File: src/rtl/spawn_generator.sv
// spawn_generator: paced, handshaked spawn descriptors for the falling-object core.
// A Galois LFSR sample is reduced modulo POS_RANGE bit-serially, then offered on valid/ready.
module spawn_generator #(
  parameter int unsigned       LFSR_W     = 16,
  parameter logic [LFSR_W-1:0] SEED       = LFSR_W'(16'hACE1),
  parameter int unsigned       POS_RANGE  = 640,
  parameter int unsigned       POS_W      = 10,
  parameter int unsigned       SPEED_W    = 4,
  parameter int unsigned       DATA_W     = 24,
  parameter int unsigned       INTERVAL_W = 16,
  parameter int unsigned       COUNT_W    = 16
) (
  input  logic                  clk,
  input  logic                  rst_n,
  input  logic                  enable,
  input  logic [INTERVAL_W-1:0] interval,
  input  logic                  spawn_ready,
  output logic                  spawn_valid,
  output logic [DATA_W-1:0]     spawn_data,
  output logic [COUNT_W-1:0]    spawn_count
);

  // Feedback mask for x^16+x^14+x^13+x^11+1 in right-shift Galois form.
  localparam logic [LFSR_W-1:0] TAPS = LFSR_W'(32'h0000_B400);
  // An all-zero LFSR would lock up, so a zero seed becomes 1.
  localparam logic [LFSR_W-1:0] SEED_EFF =
    (SEED == '0) ? LFSR_W'(1) : SEED;
  localparam int unsigned BW = $clog2(LFSR_W + 1);
  localparam logic [POS_W:0] RANGE = (POS_W+1)'(POS_RANGE);
  localparam logic [BW-1:0]  LAST = BW'(LFSR_W - 1);

  typedef enum logic [1:0] {
    S_IDLE,
    S_WAIT,
    S_REDUCE,
    S_OFFER
  } state_e;

  state_e                  state_q;
  logic [LFSR_W-1:0]       lfsr_q;
  logic [LFSR_W-1:0]       lfsr_d;
  logic [INTERVAL_W-1:0]   cnt_q;
  logic [LFSR_W-1:0]       sample_q;
  logic [POS_W-1:0]        rem_q;
  logic [POS_W-1:0]        rem_d;
  logic [POS_W:0]          trial;
  logic [BW-1:0]           bit_q;
  logic [SPEED_W-1:0]      speed_d;
  logic [DATA_W-1:0]       desc_d;
  logic                    valid_q;
  logic [DATA_W-1:0]       data_q;
  logic [COUNT_W-1:0]      count_q;

  // Next LFSR value: shift right, fold in taps when a one drops out.
  always_comb begin
    lfsr_d = {1'b0, lfsr_q[LFSR_W-1:1]};
    if (lfsr_q[0]) begin
      lfsr_d = lfsr_d ^ TAPS;
    end
  end

  // LFSR free-runs in every state so spawn timing does not bias it.
  always_ff @(posedge clk or negedge rst_n) begin
    if (!rst_n) begin
      lfsr_q <= SEED_EFF;
    end else begin
      lfsr_q <= lfsr_d;
    end
  end

  // One restoring-division step: bring in the next sample bit, subtract if it fits.
  always_comb begin
    trial = {rem_q, sample_q[LFSR_W-1]};
    rem_d = trial[POS_W-1:0];
    if (trial >= RANGE) begin
      rem_d = POS_W'(trial - RANGE);
    end
  end

  // Descriptor built from the final remainder and a never-zero speed.
  always_comb begin
    speed_d = lfsr_q[SPEED_W-1:0];
    if (speed_d == '0) begin
      speed_d = SPEED_W'(1);
    end
    desc_d                      = '0;
    desc_d[DATA_W-1]            = 1'b1;
    desc_d[DATA_W-2 -: SPEED_W] = speed_d;
    desc_d[POS_W-1:0]           = rem_d;
  end

  // Spawn FSM: pace, reduce, then hold the offer until it is accepted.
  always_ff @(posedge clk or negedge rst_n) begin
    if (!rst_n) begin
      state_q  <= S_IDLE;
      cnt_q    <= '0;
      sample_q <= '0;
      rem_q    <= '0;
      bit_q    <= '0;
      valid_q  <= 1'b0;
      data_q   <= '0;
      count_q  <= '0;
    end else begin
      unique case (state_q)
        S_IDLE: begin
          if (enable) begin
            state_q <= S_WAIT;
            cnt_q   <= interval;
          end
        end
        S_WAIT: begin
          if (!enable) begin
            state_q <= S_IDLE;
          end else if (cnt_q == '0) begin
            sample_q <= lfsr_q;
            rem_q    <= '0;
            bit_q    <= '0;
            state_q  <= S_REDUCE;
          end else begin
            cnt_q <= cnt_q - INTERVAL_W'(1);
          end
        end
        S_REDUCE: begin
          if (!enable) begin
            state_q <= S_IDLE;
          end else begin
            sample_q <= sample_q << 1;
            rem_q    <= rem_d;
            bit_q    <= bit_q + BW'(1);
            if (bit_q == LAST) begin
              data_q  <= desc_d;
              valid_q <= 1'b1;
              state_q <= S_OFFER;
            end
          end
        end
        S_OFFER: begin
          // The offer is never withdrawn; enable only decides where to go next.
          if (spawn_ready) begin
            valid_q <= 1'b0;
            count_q <= count_q + COUNT_W'(1);
            if (enable) begin
              state_q <= S_WAIT;
              cnt_q   <= interval;
            end else begin
              state_q <= S_IDLE;
            end
          end
        end
        default: begin
          state_q <= S_IDLE;
        end
      endcase
    end
  end

  assign spawn_valid = valid_q;
  assign spawn_data  = data_q;
  assign spawn_count = count_q;

endmodule

File: config.mk
export PLATFORM = sky130hd
export DESIGN_NAME = spawn_generator
export DESIGN_NICKNAME = d
export VERILOG_FILES = /design/src/rtl/spawn_generator.sv
export SDC_FILE = /design/constraint.sdc
export NUM_CORES = 1
export LEC_CHECK = 0
export BUFFER_PORTS_ARGS = -buffer_cell sky130_fd_sc_hd__buf_2
export CAP_MARGIN = 20
export CORE_UTILIZATION = 30
export CTS_CLUSTER_DIAMETER = 50
export CTS_CLUSTER_SIZE = 8
export DETAILED_ROUTE_END_ITERATION = 10
export GPL_ROUTABILITY_DRIVEN = 1
export GPL_TIMING_DRIVEN = 0
export PLACE_DENSITY = 0.49
export SKIP_CTS_REPAIR_TIMING = 1
export SYNTH_ARGS = -nofsm -noshare
export SYNTH_HDL_FRONTEND = slang
export SYNTH_SLANG_ARGS = --single-unit
File: constraint.sdc
create_clock -name clk -period 2.4 [get_ports clk]
set_input_delay 0.12 -clock clk [delete_from_list [all_inputs] [get_ports clk]]
set_output_delay 0.12 -clock clk [all_outputs]
set_load 0.005 [all_outputs]
; ---- Word level (Yosys, flattened, before mapping)
; Index checks and enable logic that the tools add are counted.
[totals]
ff_bits = 97
in_bits = 20
output_inout_bits = 41
elab_cells = 72
[classes]
addsub = 4
n_lt_le_gt_ge = 1
eq_ne = 13
muxes = 32
n_bitwise = 1
reduce_logical = 12
[ops]
columns = operator, n
row1 = two-way mux 16 bit, 8
row2 = one-hot mux 16 bit (3 select lines), 1
row3 = two-way mux 10 bit, 4
row4 = one-hot mux 16 bit (2 select lines), 1
row5 = one-hot mux 10 bit (2 select lines), 1
row6 = adder 16 x 1 -> 16 bit (second input constant), 1
row7 = zero test 16 bit, 1
row8 = AND reduction 4 bit, 4
row9 = subtractor 16 x 1 -> 16 bit (second input constant), 1
row10 = two-way mux 5 bit, 3
row11 = inequality test 2 bit (second input constant), 7
row12 = two-way mux 2 bit, 6
row13 = greater-or-equal comparator 11 x 10 -> 1 bit (second input constant), 1
row14 = one-hot mux 5 bit (2 select lines), 1
row15 = subtractor 10 bit (second input constant), 1
row16 = one-hot mux 2 bit (4 select lines), 1
row17 = inequality test 3 bit (second input constant), 2
row18 = adder 5 x 1 -> 5 bit (second input constant), 1
row19 = == test 5 x 4 -> 1 bit (second input constant), 1
row20 = == test 2 bit (second input constant), 2
row21 = zero test 4 bit, 1
row22 = two-way mux 1 bit, 4
row23 = two-way mux 4 bit, 1
row24 = NOT 3 -> 4 bit, 1
row25 = other kinds (7), 8

; ---- Longest topological paths before layout
[depth]
word_depth = 4
depth_mapped = 8
mapped_depth_nobuf = 6

; ---- Worst setup path before layout
; No wires, ideal clock.
[synth_timing]
path_kind = register to register
startpoint = register cnt_q[10]
endpoint = register rem_q[9]
setup_ps = 134
t_arrival_ps = 1997
required_ps = 2266
slack_ps = 269
path_stages_with_launch = 8
n_path_buf = 3
period_less_slack_ps = 2131
cell_sequence = dfrtp_1 > or4_1 > buf_2 > or4_4 > buf_6 > buf_6 > o221ai_2 > o211ai_1
[synth_between]
elab_chain_len = 3
[synth_lines]
columns = element, line
row1 = start: declaration, 42  ; logic [INTERVAL_W-1:0] cnt_q;
row2 = start signal: assignment, 108  ; cnt_q <= interval;
row3 = start signal: assignment, 120  ; cnt_q <= cnt_q - INTERVAL_W'(1);
row4 = start signal: assignment, 144  ; cnt_q <= interval;
row5 = zero test 16 bit, 114  ; end else if (cnt_q == '0) begin
row6 = inequality test 2 bit (no line), n/a
row7 = AND reduction 4 bit (no line), n/a
row8 = end signal: assignment, 128  ; rem_q <= rem_d;
row9 = end: declaration, 44  ; logic [POS_W-1:0] rem_q;
; No other way between the ends.
; A chain may end at the register's enable or synchronous reset.

; ---- Final worst setup path
[layout_timing]
startpoint = register cnt_q[10]
endpoint = register bit_q[2]
[layout_between]
elab_chain_len = 3
[layout_lines]
columns = element, line
row1 = zero test 16 bit, 114
row2 = inequality test 2 bit (no line), n/a
row3 = AND reduction 4 bit (no line), n/a
row4 = end signal: assignment, 129  ; bit_q <= bit_q + BW'(1);
row5 = end: declaration, 47  ; logic [BW-1:0] bit_q;
; No other way between the ends.

==> reports/qor.csv <==
metric,value,unit
die_w,129.4,µm
slew_headroom,54.61,%
synth_edf_count,0,
seqCellArea,2439,µm²
fin_nets,594,
num_vias,4046,
gp_congestion,0.8005,
reg2reg_depth,7,
start_util,30.66,%
post-route-period-util,95.51,%
drv_cap,0,
ios,61,
power,3859,µW
yosysSeqAreaShare,50.04,%
max_freq,0.4363,GHz
grt_pass1_vias,4031,
layout-drive-gt1-share,20.73,%
numPortBuffers,50,
drc,0,
min_path_cells,3,
viasPerCell,5.122,
ys_ff_latch,97,
synth_area,4871,µm²
yosysMostFrequentCell,dfrtp_1,
rsz0062_at_grt,no,
wl_per_cell,15.90,µm
insertion_delay,0.35,ns
drt-initial-drc-count,339,
first_pass_iters,5,
path_delay_family,simple AND/OR/NAND/NOR gates,
post-route-min-period,2.292,ns
synth_common_cells,"dfrtp_1 (89), nand3_1 (39), clkbuf_1 (34), o21ai_0 (34), nand2_1 (30)",
cp_max_fo,10,
async_reset_ff_share,100.0,%
ant_nets,0,
slowest_delay,0.49,ns
hpwlAfterDp,8585,µm
worstPathArrival,2.51,ns
die_area,16750,µm²
crit_type,register to register,
setup_viol,0,
core_area,15890,µm²
grt.total_usage,16.06,%
netlist_instances,494,
cts_root_buf,clkbuf_16,
ys_types,56,
syn_area_per_cell,9.860,µm²
path_depth,7,
clock_path_buffers,2,
wirelength,12560,µm
worst_setup_path_start_kind,register,
yosysTopAreaCell,dfrtp_1,
synthTopCellsByArea,"dfrtp_1 (46%), dfstp_2 (4.3%), nand3_1 (4.0%), o21ai_0 (3.5%), and3_1 (3.0%)",
antenna_cells,0,
yosys.area.top_type_share,45.72,%
synth-main-ff-cell,dfrtp_1,
ir_worst_vdd,343.1,µV
yosys_warnings,0,
cts_tree,built,
crit_path_cell_trace,"or4_1, buf_2, or4_4, buf_6, buf_6, o21ai_0, a31oi_1",
critPathSlowestCell,or4_4,
grt_max_degree,51,
status,"finished, final reports clean",
cts.clk_slew.worst_paths,0.07,ns
syn_to_final_growth,20.73,%
p_per_area,656.2,nW/µm²
crit_top_cell,buf_6,
grt-ovfl-total,0,
tightestPinTransition,0.6757,ns
final_core_util,37.02,%
cp_num_buf_inv,3,
clock_sinks,97,
final-hold-violation-count,0,
finClkSkew,0.009308,ns
fp-row-count,46,
required,2.62,ns
chipHeight,129.4,µm
htree_levels,3,
antenna_found_initial,0,
grt_pass1_wl,20710,µm
numCtsBuffers,9,
slew_viol_final,0,
multi_input_area,2195,µm²
endpoint_kind,register,
fillers,1623,
hold_path.class,input pin to register,
leakage,0.002618,µW
power breakdown:
| group | total [µW] | switching [µW] | leakage, µW | internal [µW] |
|---|---|---|---|---|
| combinational | 441 | 254 | 0.00131 | 187 |
| clock | 1620 | 664 | 0.000161 | 955 |
| sequential | 1800 | 95.4 | 0.00114 | 1700 |
final timing paths:
| path | start | endpoint | slack (ns) |
|---|---|---|---|
| min reg2reg | lfsr_q[7] | lfsr_q[6] | 0.37 |
| min in group asynchronous | rst_n | lfsr_q[9] | 0.35 |
| max in group asynchronous | rst_n | lfsr_q[15] | 1.34 |
| max | cnt_q[10] | bit_q[2] | 0.11 |
| max reg2reg | cnt_q[10] | bit_q[2] | 0.11 |
| min | interval[5] | cnt_q[5] | 0.07 |
cell usage in the layout, fill, tap and decap left out, types with 8 or more instances in the layout:
master	count
a21oi_1	15
a2bb2oi_1	11
a31oi_1	19
and3_1	23
buf_2	52
buf_4	14
clkbuf_1	29
clkbuf_16	9
conb_1	9
dfrtp_1	88
dfstp_2	8
inv_1	15
nand2_1	30
nand3_1	39
nor2_1	13
nor2b_1	17
nor3_1	8
o211ai_1	19
o21ai_0	33
xnor2_1	13
stage by stage:
stage                     TNS, ns  setup WS [ns]  hold WS, ns  instances  instance area (µm²)
after detailed placement   -2.375        -0.2752       0.2072        769                 5451
after CTS                  -2.913        -0.2894      -0.1739        785                 5787
after floorplan                 0         0.2690      -0.1756        502                 4901
final                           0         0.1079      0.06606        790                 5881
after global routing            0       0.009150      0.07891        790                 5881
after global placement     -2.314        -0.2567       0.3552        768                 5421
flip-flops by register name, indices dropped and copies added (netlist names):
| name | cells |
|---|---|
| rem_q | 10 |
| sample_q | 16 |
| spawn_valid | 1 |
| bit_q | 5 |
| lfsr_q | 16 |
| state_q | 2 |
| spawn_count | 16 |
| cnt_q | 16 |
| spawn_data | 15 |
cells by family (layout without fill, tap and decap cells):
logic type,after synthesis,count (layout),share of synthesized area (%)
xor gates and xnor gates,18,18,3.237
and+or+nand+nor,171,171,19.29
other,1,9,0.07699
buffers and inverters,64,136,6.216
adders and majority gates,5,5,1.284
muxes,5,5,1.130
DFF,97,97,50.04
AOI/OAI and AO/OA,133,133,18.73
worst register-to-register path: stages, from the launching register on:
cell and delay (ns):
dfrtp_2 0.45, or4_1 0.47, buf_2 0.17, or4_4 0.49, buf_6 0.16, buf_6 0.15
o21ai_0 0.17, a31oi_1 0.10
routing by layer:
layer  vias up  track usage, %  wire length, µm
met5         -               0                0
met4         0           6.977              203
met3        11           3.138              633
met2       115           24.26             5482
met1      1986           22.36             6242
li1       1934               -                -
layout make-up:
| type | count | area share (%) |
|---|---|---|
| Tap cell | 216 | 4.596 |
| Inverter | 15 | 0.9574 |
| Timing Repair Buffer | 56 | 5.660 |
| Multi-Input combinational cell | 341 | 37.32 |
| Clock inverter | 6 | 1.638 |
| Sequential cell | 97 | 41.47 |
| Clock buffer | 10 | 4.064 |
| Buffer | 49 | 4.298 |
(Power assumes the default switching activity.)
